<file path="config.mk">
export PLATFORM = sky130hd
export DESIGN_NAME = booth_seq_sched
export DESIGN_NICKNAME = d
export VERILOG_FILES = /design/src/rtl/booth_seq_sched.sv
export SDC_FILE = /design/constraint.sdc
export NUM_CORES = 1
export LEC_CHECK = 0
export BUFFER_PORTS_ARGS = -buffer_cell sky130_fd_sc_hd__buf_2
export CORE_MARGIN = 3
export CORE_UTILIZATION = 38
export DETAILED_ROUTE_END_ITERATION = 16
export PLACE_DENSITY_LB_ADDON = 0.05
export SLEW_MARGIN = 0
export SYNTH_ARGS = -nofsm -noshare
export SYNTH_HDL_FRONTEND = slang
export SYNTH_SLANG_ARGS = --single-unit
</file>
<file path="constraint.sdc">
create_clock -name clk -period 2.8 [get_ports clk]
set_input_delay 0.42 -clock clk [delete_from_list [all_inputs] [get_ports clk]]
set_output_delay 0.42 -clock clk [all_outputs]
set_load 0.005 [all_outputs]
</file>
<file path="src/rtl/booth_seq_sched.sv">
// rtl/booth_seq_sched.sv - two-port round-robin front end over a sequential radix-2 Booth multiplier
module booth_seq_sched #(
  parameter int W = 4
) (
  input  logic           clk,
  input  logic           rst_n,
  input  logic           req0_valid,
  output logic           req0_ready,
  input  logic [W-1:0]   req0_x,
  input  logic [W-1:0]   req0_y,
  input  logic           req1_valid,
  output logic           req1_ready,
  input  logic [W-1:0]   req1_x,
  input  logic [W-1:0]   req1_y,
  output logic           rsp_valid,
  input  logic           rsp_ready,
  output logic           rsp_id,
  output logic [2*W-1:0] rsp_z,
  output logic           busy
);

  localparam logic [1:0] IDLE = 2'd0;
  localparam logic [1:0] ITER = 2'd1;
  localparam logic [1:0] DONE = 2'd2;
  localparam int CW = $clog2(W + 1);

  logic [1:0]     state;
  logic           last;
  logic [W:0]     a;
  logic [W:0]     m;
  logic [W-1:0]   q;
  logic           q_m1;
  logic [CW-1:0]  cnt;
  logic           id;
  logic [2*W-1:0] z;
  logic [W:0]     a_sum;
  logic [W:0]     a_next;
  logic [W-1:0]   q_next;

  // A tie goes to the port that was not served last; last resets to 1 so port 0 wins first.
  assign req0_ready = (state == IDLE) && req0_valid && (!req1_valid || last);
  assign req1_ready = (state == IDLE) && req1_valid && (!req0_valid || !last);

  assign rsp_valid = (state == DONE);
  assign busy      = (state != IDLE);
  assign rsp_id    = id;
  assign rsp_z     = z;

  // The extra sign bit of A absorbs M = -2^(W-1) without a special case.
  always_comb begin
    case ({q[0], q_m1})
      2'b10:   a_sum = a - m;
      2'b01:   a_sum = a + m;
      default: a_sum = a;
    endcase
    a_next = {a_sum[W], a_sum[W:1]};
    q_next = {a_sum[0], q[W-1:1]};
  end

  always_ff @(posedge clk or negedge rst_n) begin
    if (!rst_n) begin
      state <= IDLE;
      last  <= 1'b1;
      a     <= '0;
      m     <= '0;
      q     <= '0;
      q_m1  <= 1'b0;
      cnt   <= '0;
      id    <= 1'b0;
      z     <= '0;
    end else begin
      case (state)
        IDLE: begin
          if (req0_ready || req1_ready) begin
            a     <= '0;
            q_m1  <= 1'b0;
            id    <= req1_ready;
            last  <= req1_ready;
            cnt   <= CW'(W);
            state <= ITER;
            if (req1_ready) begin
              q <= req1_x;
              m <= {req1_y[W-1], req1_y};
            end else begin
              q <= req0_x;
              m <= {req0_y[W-1], req0_y};
            end
          end
        end
        ITER: begin
          a    <= a_next;
          q    <= q_next;
          q_m1 <= q[0];
          cnt  <= cnt - CW'(1);
          if (cnt == CW'(1)) begin
            z     <= {a_next[W-1:0], q_next};
            state <= DONE;
          end
        end
        DONE: begin
          if (rsp_ready) state <= IDLE;
        end
        default: state <= IDLE;
      endcase
    end
  end

endmodule

</file>
=== Yosys cells after proc, flatten, opt, wreduce, memory -nomap -nowiden ===
Index checks and enable logic that the tools add are counted.
Widths: inputs -> output; s select.

* Reductions and logical operators: 17
* Add/subtract/negate cells: 3
* Muxes and demuxes: 15
* Equal/unequal tests: 8

{| class="wikitable"
|+ Operator list
! cell !! number
|-
| $pmux 5 s2 || 2
|-
| $mux 5 || 2
|-
| $mux 4 || 2
|-
| $pmux 4 s2 || 1
|-
| $mux 2 || 3
|-
| $pmux 2 s3 || 1
|-
| $pmux 3 s2 || 1
|-
| $reduce_and 2->1 || 3
|-
| $add 5x5->5 || 1
|-
| $sub 5x5->5 || 1
|-
| $eq 2x1->1 const B || 2
|-
| $eq 2x2->1 const B || 2
|-
| $logic_and 1x1->1 || 4
|-
| $ne 2x1->1 const B || 2
|-
| $reduce_bool 2->1 || 2
|-
| $eq 3x1->1 const B || 1
|-
| $logic_not 1->1 || 3
|-
| $logic_or 1x1->1 || 3
|-
| $mux 3 || 1
|-
| $reduce_and 3->1 || 1
|-
| $sub 3x1->3 const B || 1
|-
| $logic_not 2->1 || 1
|-
| $ne 2x2->1 const B || 1
|-
| $pmux 1 s2 || 1
|-
| $mux 1 || 1
|}

* Register bits after elaboration: 30
* Bits of input ports: 21
* Word-level logic and storage cells: 52
* Output and inout bits: 13

=== Longest topological paths before layout ===
Gate-level depths: netlist of run 1.

* Depth after elaboration: 6
* Depth in mapped cells: 10
* Gate-level depth less buffers: 10

=== Least setup slack after synthesis of run 1 ===
No wires, ideal clock.

* Path kind: reg-to-reg
* Start point: register q[0]
* End point: register a[3]
* Buffers on the path: 0
* Data arrival time: 2305 ps
* Library setup time: 69 ps
* Setup slack: 426 ps
* Clock period less this slack: 2374 ps
* Stages on the path, launching flop included: 10
* Data required time: 2731 ps
* Cell sequence: dfrtp_1 -> inv_1 -> ha_1 -> mux2_2 -> fa_1 -> a21o_1 -> a21oi_2 -> xnor2_1 -> or4_1 -> nand3_1

* Longest elaborated chain between the ends: 3
* Elaborated cells on any way between the ends: 4
* Those cells by class: 2 x eq/ne; 2 x mux

{| class="wikitable"
|+ Ends and longest elaborated chain
! item !! line !! source
|-
| start: declaration || 31 || <nowiki>logic [W-1:0] q;</nowiki>
|-
| start signal: assignment || 82 || <nowiki>q <= req1_x;</nowiki>
|-
| start signal: assignment || 85 || <nowiki>q <= req0_x;</nowiki>
|-
| start signal: assignment || 92 || <nowiki>q <= q_next;</nowiki>
|-
| $eq 2x1->1 or $eq 2x2->1 (tied branches) || 51 || <nowiki>case ({q[0], q_m1})</nowiki>
|-
| $pmux 5 s2 * || 51 ||
|-
| $pmux 5 s2 * || 72 || <nowiki>case (state)</nowiki>
|-
| end signal: assignment || 91 || <nowiki>a <= a_next;</nowiki>
|-
| end: declaration || 29 || <nowiki>logic [W:0] a;</nowiki>
|}

Mark *: on every way between the ends. The rest lies on a longest branch, timed or not.
A chain may end at the register's enable or synchronous reset.

=== Worst setup path after layout of run 1 ===
Ends and elaborated chain as after synthesis.

==> summary.txt, run 1 <==
Finish
  • Layout cells sized above 1: 22.6%
  • Final instance area: 0.00180 mm²
  • Area of the multi-input gates: 778 µm²
  • Fin nets: 231
  • Syn-to-layout area delta: 16.4%
  • Reg area: 702 µm²
  • Antenna cells: 0
  • Final design utilization: 47.4%
  • FILL cells: 393

GRT
  • GR peak layer: met2
  • Global-route wire length before repair: 5560 µm
  • Routing usage on met3: 3.77%
  • Routing usage on met2: 22.6%
  • All-layer global routing usage: 13.7%
  • Initial antenna violation count: 0
  • GRT overflow: 0
  • Met1 GRT Util: 17.6%
  • Largest net degree at the start of global routing: 29
  • Vias in the first global route: 1245

Clocking
  • PostCTS Resize Cnt: 0
  • CTS tree: yes
  • Reg clk slew, reported paths: 0.09 ns
  • CTS max path bufs: 2
  • Cts hold-fix bufs: 0
  • Clock Latency Late Sink: 0.27 ns
  • # clock sinks: 28
  • CTS Buf Count: 3
  • H-tree levels: 1
  • CTS root buf: clkbuf_8
  • Post-CTS Setup Bufs: 0

Placement
  • Detailed Place HPWL: 2430 µm
  • GP Congestion: 0.761
  • Count of input and output buffers: 33
  • Placed cell area: 0.00175 mm²

STA
  • Final worst path period need: 2.52 ns
  • Final Hold Viols: 0
  • Layout Skew: 0.00148 ns
  • Peak Freq: 397 MHz
  • Slew @ Worst Pin: 0.620 ns
  • Endpoints failing setup: 0
  • Rel. slew slack: 58.7%
  • Fin crit share: 89.9%
  • Final hold slack: 0.151 ns
  • RSZ-0062 raised after global routing: false
  • Slew Limit Fails: 0
  • Setup TNS: 0 ns

Flow run
  • Max cap viols: 0

Critical path
  • RR Startpoint: q[0]$_DFFE_PN0P_
  • Reg2Reg Depth: 9
  • Critical Path Start Type: flip-flop
  • CP required: 3.01 ns
  • Nature of the critical path endpoint: flip-flop
  • WS Path Type: flip-flop to flip-flop
  • Critical Path AT: 2.73 ns
  • Critical path peak fanout: 5
  • Critical R2R Capture: a[3]$_DFFE_PN0P_
  • R2r setup slk: 0.28 ns

Floorplan
  • Die H: 69.8 µm
  • Starting Density: 40.7%
  • Die area: 0.00487 mm²
  • Num ports: 34
  • Row count: 22
  • Die Span X: 69.8 µm
  • Core area: 0.00380 mm²

Power and ir drop
  • Static leakage: 0.956 nW
  • VDD IR-drop max: 0.000458 V
  • P per Cell Area: 1230 mW/mm²

Synthesis
  • Synth top area cells: dfrtp_1, ha_1, nand2_1, o21ai_0, mux2i_1
  • Post-synthesis cell type count: 35
  • Synthesized Nets: 198
  • EDFF count, synth: 0
  • Synth cell count leaders: nand2_1, dfrtp_1, o21ai_0
  • Synth Area per Inst: 9.27 µm²
  • Top cell type by total area after synthesis: dfrtp_1
  • Warnings from Yosys: 0
  • Register area share after synthesis: 45.4%
  • Main flop type after synthesis: dfrtp_1
  • Top-count cell post-synth: nand2_1
  • Post-Synthesis Cells: 167
  • FF+latch count, synth: 28
  • Yosys top cell area share: 43.7%
  • Syn Std Cell Area: 0.00155 mm²
  • FFs w/ async S/R, synth: 100%

Routing
  • Iter 0 DRT Violations: 28
  • Pre-antenna DRT Iters: 4
  • ANT nets after route: 0
  • Via count: 1233
  • Vias per cell: 4.99
  • DR WL/cell: 12.5 µm
  • Final WL: 3090 µm
  • DRC errors left: 0

Run status
  • Status: complete, no violations

Hold path
  • Worst hold path type: input pin to async pin
[through the flow]
step / setup slack [ns] / power, mW / instances
after floorplan: 0.426 / 1.68 / 167
after global placement: 0.343 / 1.95 / 243
after detailed placement: 0.298 / 2.00 / 243
after CTS: 0.267 / 2.25 / 247
after global routing: 0.160 / 2.47 / 247
final: 0.283 / 2.21 / 247
[worst max-delay path by stage]
stage / startpoint / endpoint / depth (start not counted)
CTS: q[0]$_DFFE_PN0P_ / a[3]$_DFFE_PN0P_ / 9
finish: q[0]$_DFFE_PN0P_ / a[3]$_DFFE_PN0P_ / 9
floorplan: q[0]$_DFFE_PN0P_ / a[3]$_DFFE_PN0P_ / 9
global route: q[0]$_DFFE_PN0P_ / a[3]$_DFFE_PN0P_ / 9
detailed placement: q[0]$_DFFE_PN0P_ / a[3]$_DFFE_PN0P_ / 9
global placement: q[0]$_DFFE_PN0P_ / a[3]$_DFFE_PN0P_ / 9
[cells by family after synthesis]
kind of cell / after synthesis / share of synthesized area, %
AOI/OAI and AO/OA: 47 / 18.0
DFF: 28 / 45.4
and+or+nand+nor: 52 / 15.0
muxes: 8 / 5.25
buffers and inverters: 16 / 4.37
adders and majority gates: 10 / 8.57
xor gates and xnor gates: 6 / 3.40
[critical path, stage by stage (launching register included)]
cell and delay (ns):
dfrtp_1 0.39, inv_1 0.07, ha_1 0.23, mux2_2 0.38
fa_1 0.43, a21o_1 0.19, a21oi_2 0.14, xnor2_1 0.13
or4_1 0.41, nand3_1 0.09
[final cells by class]
type / instances / area share [%]
tap: 48 / 3.33
sequential: 28 / 39.0
multi-input combinational: 123 / 43.2
inverter: 11 / 2.29
clock buffer: 4 / 3.06
timing repair buffer: 33 / 9.17
[placed cells by master (no fill, tap or decap)]
master,instances
a21boi_2,1
a21o_1,2
a21oi_1,12
a21oi_2,2
a22o_1,5
and2_1,1
and2b_1,1
and3_1,1
buf_2,33
clkbuf_8,4
dfrtp_1,27
dfstp_2,1
fa_1,1
ha_1,9
inv_1,11
mux2_2,1
mux2i_1,7
nand2_1,28
nand2_2,1
nand2b_1,3
nand3_1,1
nor2_1,8
nor2_2,1
nor2b_1,2
nor3_1,3
o211ai_1,1
o21a_1,1
o21ai_0,21
o21ai_1,1
o22ai_1,1
or2_2,1
or4_1,1
xnor2_1,2
xor2_1,4
[report_power, final]
group / total (mW) / switching (mW) / leakage, nW / internal, mW
clock network: 0.245 / 0.119 / 0.0288 / 0.126
registers: 0.756 / 0.155 / 0.346 / 0.601
logic: 1.21 / 0.655 / 0.581 / 0.554
total: 2.21 / 0.930 / 0.956 / 1.28
[registers in the layout, summed over array words and instances, names as in the netlist]
register / cells
cnt: 3
m: 4
last: 1
rsp_z: 8
q_m1: 1
q: 4
rsp_id: 1
a: 4
state: 2
[routing by layer]
layer / vias up / wire, µm
met1: 569 / 1460
met2: 25 / 1450
met3: 4 / 125
met5: - / 0
met4: 0 / 48
li1: 635 / -
(Power assumes the default switching activity.)
==> run 2: changes to the inputs <==
ABC_AREA = 1   (was default)
CORE_MARGIN = 2   (was 3)
==> run 2 against run 1 <==
  * Combinational power is 14% higher
  * Area after synthesis grew 7.5%
  * Synthesized cell count rose by 19%
  * Critical path depth up 6
  * Non-clock buffer count did not move
  * Final cell count grew 15%
  * Maximum frequency up 21%
  * First-iteration DRC count increased by 130%
  * Largest cell class unchanged
==> summary.txt, run 2 <==
Routing
  • Final WL: 3380 µm
  • DRC errors left: 0
  • DR WL/cell: 11.9 µm
  • Vias per cell: 4.84
  • Iter 0 DRT Violations: 63
  • Via count: 1374
  • ANT nets after route: 0
  • Pre-antenna DRT Iters: 4

Synthesis
  • FFs w/ async S/R, synth: 100%
  • Synth Area per Inst: 8.36 µm²
  • Main flop type after synthesis: dfrtp_1
  • Synth top area cells: dfrtp_1, nand2_1, ha_1, inv_1, nand3_1
  • Synthesized Nets: 230
  • Syn Std Cell Area: 0.00166 mm²
  • Post-Synthesis Cells: 199
  • Synth cell count leaders: nand2_1, dfrtp_1, inv_1
  • Top cell type by total area after synthesis: dfrtp_1
  • Top-count cell post-synth: nand2_1
  • Post-synthesis cell type count: 31
  • FF+latch count, synth: 28
  • Register area share after synthesis: 42.2%
  • Yosys top cell area share: 40.6%
  • EDFF count, synth: 0
  • Warnings from Yosys: 0

STA
  • Slew @ Worst Pin: 0.632 ns
  • Fin crit share: 74.5%
  • Final hold slack: 0.148 ns
  • Final worst path period need: 2.09 ns
  • Final worst slack: 0.713 ns
  • Rel. slew slack: 57.9%
  • Setup TNS: 0 ns
  • RSZ-0062 raised after global routing: false
  • Slew Limit Fails: 0
  • Final Hold Viols: 0
  • Peak Freq: 479 MHz
  • Endpoints failing setup: 0
  • Layout Skew: 0.00209 ns

Clocking
  • CTS root buf: clkbuf_8
  • CTS max path bufs: 2
  • Reg clk slew, reported paths: 0.10 ns
  • Clock Latency Late Sink: 0.28 ns
  • Post-CTS Setup Bufs: 0
  • # clock sinks: 28
  • PostCTS Resize Cnt: 0
  • H-tree levels: 1
  • Cts hold-fix bufs: 0
  • CTS tree: yes
  • CTS Buf Count: 3

GRT
  • GRT overflow: 0
  • Vias in the first global route: 1317
  • All-layer global routing usage: 15.3%
  • GR peak layer: met2
  • Routing usage on met2: 25.9%
  • Largest net degree at the start of global routing: 29
  • Global-route wire length before repair: 6060 µm
  • Routing usage on met3: 3.03%
  • Initial antenna violation count: 0
  • Met1 GRT Util: 20.3%

Critical path
  • Critical path peak fanout: 4
  • CP required: 3.02 ns
  • WS Path Type: flip-flop to flip-flop
  • Crit path top cell by count: nand2_1
  • Nature of the critical path endpoint: flip-flop
  • Family with the most delay on the worst path: adder cells
  • Critical Path AT: 2.31 ns
  • Crit path max-delay cell type: fa_1
  • Crit-path cells: inv_1 -> ha_1 -> inv_1 -> nand2_1 -> o21ai_0 -> fa_1 -> nand3_1 -> inv_1 -> nor2_1 -> nand2_1 -> nand3_1 -> nand2_1 -> nand2_1 -> nand2_1 -> nand2_1
  • Crit path largest cell delay: 0.45 ns
  • Sum of buffers and inverters on the critical path: 3
  • Critical Path Start Type: flip-flop

Placement
  • Dpl cells: 280
  • Placed cell area: 0.00185 mm²
  • Detailed Place HPWL: 2640 µm
  • Worst slack, placed: 0.720 ns
  • GP Congestion: 0.739
  • Count of input and output buffers: 33

Finish
  • FILL cells: 461
  • Syn-to-layout area delta: 14.3%
  • Final design utilization: 44.3%
  • Fin cells: 284
  • Reg area: 702 µm²
  • Layout cells sized above 1: 23.7%
  • Area of the multi-input gates: 811 µm²
  • Antenna cells: 0
  • Most common cell after layout, fill and taps aside: nand2_1
  • Fin nets: 264
  • Commonest non-fill, non-tap cells in the layout: nand2_1, buf_2, dfrtp_1, inv_1, nand3_1
  • Largest register FFs: 8
  • Final instance area: 0.00190 mm²

Floorplan
  • Num ports: 34
  • Core area: 0.00429 mm²
  • Row count: 24
  • Die Span X: 70.2 µm
  • Starting Density: 38.8%
  • Die area: 0.00492 mm²
  • Die H: 70.2 µm

Power and ir drop
  • VDD IR-drop max: 0.000505 V
  • Static leakage: 1.03 nW
  • Design Power: 2.38 mW
  • P per Cell Area: 1250 mW/mm²

Run status
  • Status: complete, no violations

Flow run
  • Max cap viols: 0

Hold path
  • Worst hold path type: input pin to async pin
## run 2: cell count changes after synthesis, moves of 4 or more
cell,delta
o21ai_0,-13
a22o_1,-4
a31oi_1,+6
mux2i_1,-7
inv_1,+12
o21ai_2,+4
nand3_1,+12
a21oi_1,-8
nand2_1,+36
## run 2: report_power, final
| part | switching [mW] | internal [mW] |
|---|---|---|
| registers | 0.132 | 0.605 |
| logic | 0.860 | 0.525 |
| clock network | 0.131 | 0.126 |
| total | 1.12 | 1.26 |
## run 2: cell type report
class / instances / area share, %
sequential: 28 / 36.9
tap: 52 / 3.42
timing repair buffer: 33 / 8.68
inverter: 27 / 5.46
multi-input combinational: 140 / 42.6
clock buffer: 4 / 2.89
## run 2: kinds of logic (layout without fill, tap and decap cells)
logic type | count (synthesis) | after routing | share of synthesized area [%]
DFF | 28 | 28 | 42.2
AOI/OAI and AO/OA | 32 | 32 | 12.9
adders and majority gates | 10 | 10 | 7.97
and+or+nand+nor | 97 | 97 | 27.4
xor gates and xnor gates | 1 | 1 | 0.526
buffers and inverters | 31 | 64 | 9.10
## run 2: path summary, 6_finish.rpt
| kind | slack (ns) | from | endpoint | depth (start not counted) |
|---|---|---|---|---|
| worst max-delay path | 0.71 | q[0]$_DFFE_PN0P_ | a[3]$_DFFE_PN0P_ | 15 |
| worst min-delay path | 0.15 | rst_n | m[2]$_DFFE_PN0P_ | 1 |
| worst max register to register | 0.71 | q[0]$_DFFE_PN0P_ | a[3]$_DFFE_PN0P_ | 15 |
| worst min register to register | 0.47 | rsp_id$_DFFE_PN0P_ | rsp_id$_DFFE_PN0P_ | 2 |
| max in group asynchronous | 2.24 | rst_n | rsp_z[1]$_DFFE_PN0P_ | 1 |
| min in group clk | 0.30 | rsp_ready | state[1]$_DFFE_PN0P_ | 2 |
## run 2: metal layers
layer | up-vias | wire, µm | part of all wire (%)
li1 | 708 | - | -
met1 | 644 | 1610 | 47
met2 | 18 | 1650 | 49
met3 | 4 | 103 | 3.0
met4 | 0 | 27 | 0.80
met5 | - | 0 | 0
==> run 3: changes to the inputs <==
clock period = 1.9 ns   (was 2.8 ns; I/O delays follow)
==> run 3 against run 2 <==
  * The flow now finishes with violations (negative setup slack)
  * Setup slack worse by 0.75 ns
  * Worst hold slack worse by 0.12 ns
  * Power up 76%
  * Global-route usage up 0.35 points
  * Combinational power up 90%
  * Largest power group unchanged
  * Maximum frequency up 7.9%
  * Highest routed layer unchanged
  * Non-clock buffer count up 12
  * Clock skew up 0.0036 ns
  * Count of clock-buffer cells in the layout down 1
  * Sequential power up 49%
==> summary.txt, run 3 (same netlist as run 2, synthesis figures left out) <==
Power and ir drop
  • Static leakage: 1.10 nW
  • Switching portion of total power: 45.4%
  • P per Cell Area: 1980 mW/mm²
  • VDD IR-drop max: 0.000856 V
  • Clock Power Share: 11.2%
  • Design Power: 4.19 mW
  • Combinational group share of total power: 62.6%
  • Net Switching: 1.91 mW
  • Pint: 2.29 mW
  • Share of power burned in registers: 26.2%

GRT
  • Global-route wire length before repair: 6240 µm
  • Largest net degree at the start of global routing: 29
  • Vias in the first global route: 1388
  • All-layer global routing usage: 15.6%
  • GRT overflow: 0
  • Initial antenna violation count: 0

Critical path
  • RR Startpoint: m[0]$_DFFE_PN0P_
  • Critical path peak fanout: 3
  • Critical Path AT: 2.16 ns
  • Critical Path Start Type: flip-flop
  • Nature of the critical path endpoint: flip-flop
  • CP required: 2.12 ns
  • WS Path Type: flip-flop to flip-flop
  • Worst Setup SP: m[0]$_DFFE_PN0P_

Flow run
  • Max cap viols: 0

Floorplan
  • Die area: 0.00492 mm²
  • Die Span X: 70.2 µm
  • Core area: 0.00429 mm²
  • Row count: 24
  • Num ports: 34
  • Die H: 70.2 µm
  • Starting Density: 38.8%

Routing
  • DRC errors left: 0
  • ANT nets after route: 0
  • Final WL: 3710 µm
  • Vias per cell: 4.90
  • Iter 0 DRT Violations: 29
  • Pre-antenna DRT Iters: 4
  • DR WL/cell: 12.5 µm
  • Via count: 1449

STA
  • Final hold slack: 0.0263 ns
  • RSZ-0062 raised after global routing: true
  • Endpoints failing setup: 2
  • Layout Skew: 0.00569 ns
  • Peak Freq: 517 MHz
  • Slew Limit Fails: 0
  • Rel. slew slack: 57.4%
  • Fin crit share: 102%
  • Final Hold Viols: 0
  • Slew @ Worst Pin: 0.640 ns
  • Final worst slack: -0.0339 ns
  • Final worst path period need: 1.93 ns

Placement
  • Dpl cells: 285
  • Count of input and output buffers: 33
  • Detailed Place HPWL: 2730 µm
  • Worst slack, placed: -0.132 ns
  • GP Congestion: 0.717

Run status
  • Failing checks: negative setup slack
  • Status: finished, violations left

Clocking
  • CTS tree: yes
  • CTS Buf Count: 3
  • CTS root buf: clkbuf_8
  • CTS max path bufs: 2
  • H-tree levels: 1
  • Clock Latency Late Sink: 0.27 ns
  • Reg clk slew, reported paths: 0.10 ns
  • # clock sinks: 28

Finish
  • Commonest non-fill, non-tap cells in the layout: nand2_1, buf_2, dfrtp_1, inv_1, buf_4
  • Most common cell after layout, fill and taps aside: nand2_1
  • Largest register FFs: 8
  • Antenna cells: 0
  • Syn-to-layout area delta: 27.4%
  • Fin cells: 296
  • FILL cells: 435
  • Layout cells sized above 1: 35.7%
  • Fin nets: 276

Hold path
  • Worst hold path type: input pin to async pin
==> run 3: worst paths after layout <==
| check | cells after the start | slack [ns] | endpoint |
|---|---|---|---|
| max in group asynchronous | 1 | 1.46 | state[1]$_DFFE_PN0P_ |
| hold reg to reg | 2 | 0.48 | rsp_z[6]$_DFFE_PN0P_ |
| setup / recovery | 14 | -0.03 | a[3]$_DFFE_PN0P_ |
| hold / removal | 1 | 0.03 | m[3]$_DFFE_PN0P_ |
| min in group clk | 2 | 0.17 | state[1]$_DFFE_PN0P_ |
| setup reg to reg | 14 | -0.03 | a[3]$_DFFE_PN0P_ |
==> run 3: area by class of cell <==
type                    count  area, µm²  area share (%)
clock buffers               3       41.3            1.95
inverters                  27        105            4.96
flip-flops and latches     28        702            33.1
clock inverters             1       30.0            1.42
multi-input cells         140        922            43.5
repair buffers             45        255            12.0
well taps                  52       65.1            3.07
==> run 3: power groups by stage <==
stage | sequential [mW] | clock [mW] | combinational [mW]
after floorplan | 1.07 | 0 | 1.68
after global placement | 1.09 | 0 | 2.14
after detailed placement | 1.10 | 0 | 2.18
after CTS | 1.09 | 0.492 | 2.34
after global routing | 1.14 | 0.512 | 2.95
final | 1.10 | 0.469 | 2.62
==> run 3: what timing repair did <==
action                     4_1_cts  5_1_grt
setup endpoints to repair        8        7
buffers inserted                 6        2
hold buffers                     0        0
pin swaps                        7        6
hold endpoints to repair         0        0
resized for setup                9       18
==> run 3: per-stage QoR <==
step | utilization, % | setup TNS, ns | area [µm²]
finish | 49.4 | -0.0517 | 2120
global route | 49.4 | -0.461 | 2120
CTS | 47.1 | -0.0252 | 2020
detailed placement | 43.9 | -0.536 | 1890
global placement | 43.9 | -0.179 | 1890
floorplan | - | 0 | 1670
==> run 3: metal layers <==
metal	vias up	GRT usage (%)	wire length, µm
met1	686	20.1	1720
met5	-	0	0
met2	21	27.1	1860
met4	0	5.77	63
met3	6	1.73	74
li1	736	-	-
==> run 3: critical path, cell delays in order, from the launching register on <==
cell and delay [ns]:
dfrtp_1 0.40, inv_2 0.09, ha_2 0.28, nand2_2 0.07, o21ai_2 0.07, fa_2 0.37, nand3_2 0.08, inv_1 0.04
nor2_1 0.09, nand2_1 0.07, nand3_1 0.07, nand2_1 0.05, nand2_1 0.08, nand2_1 0.06, nand2_1 0.06
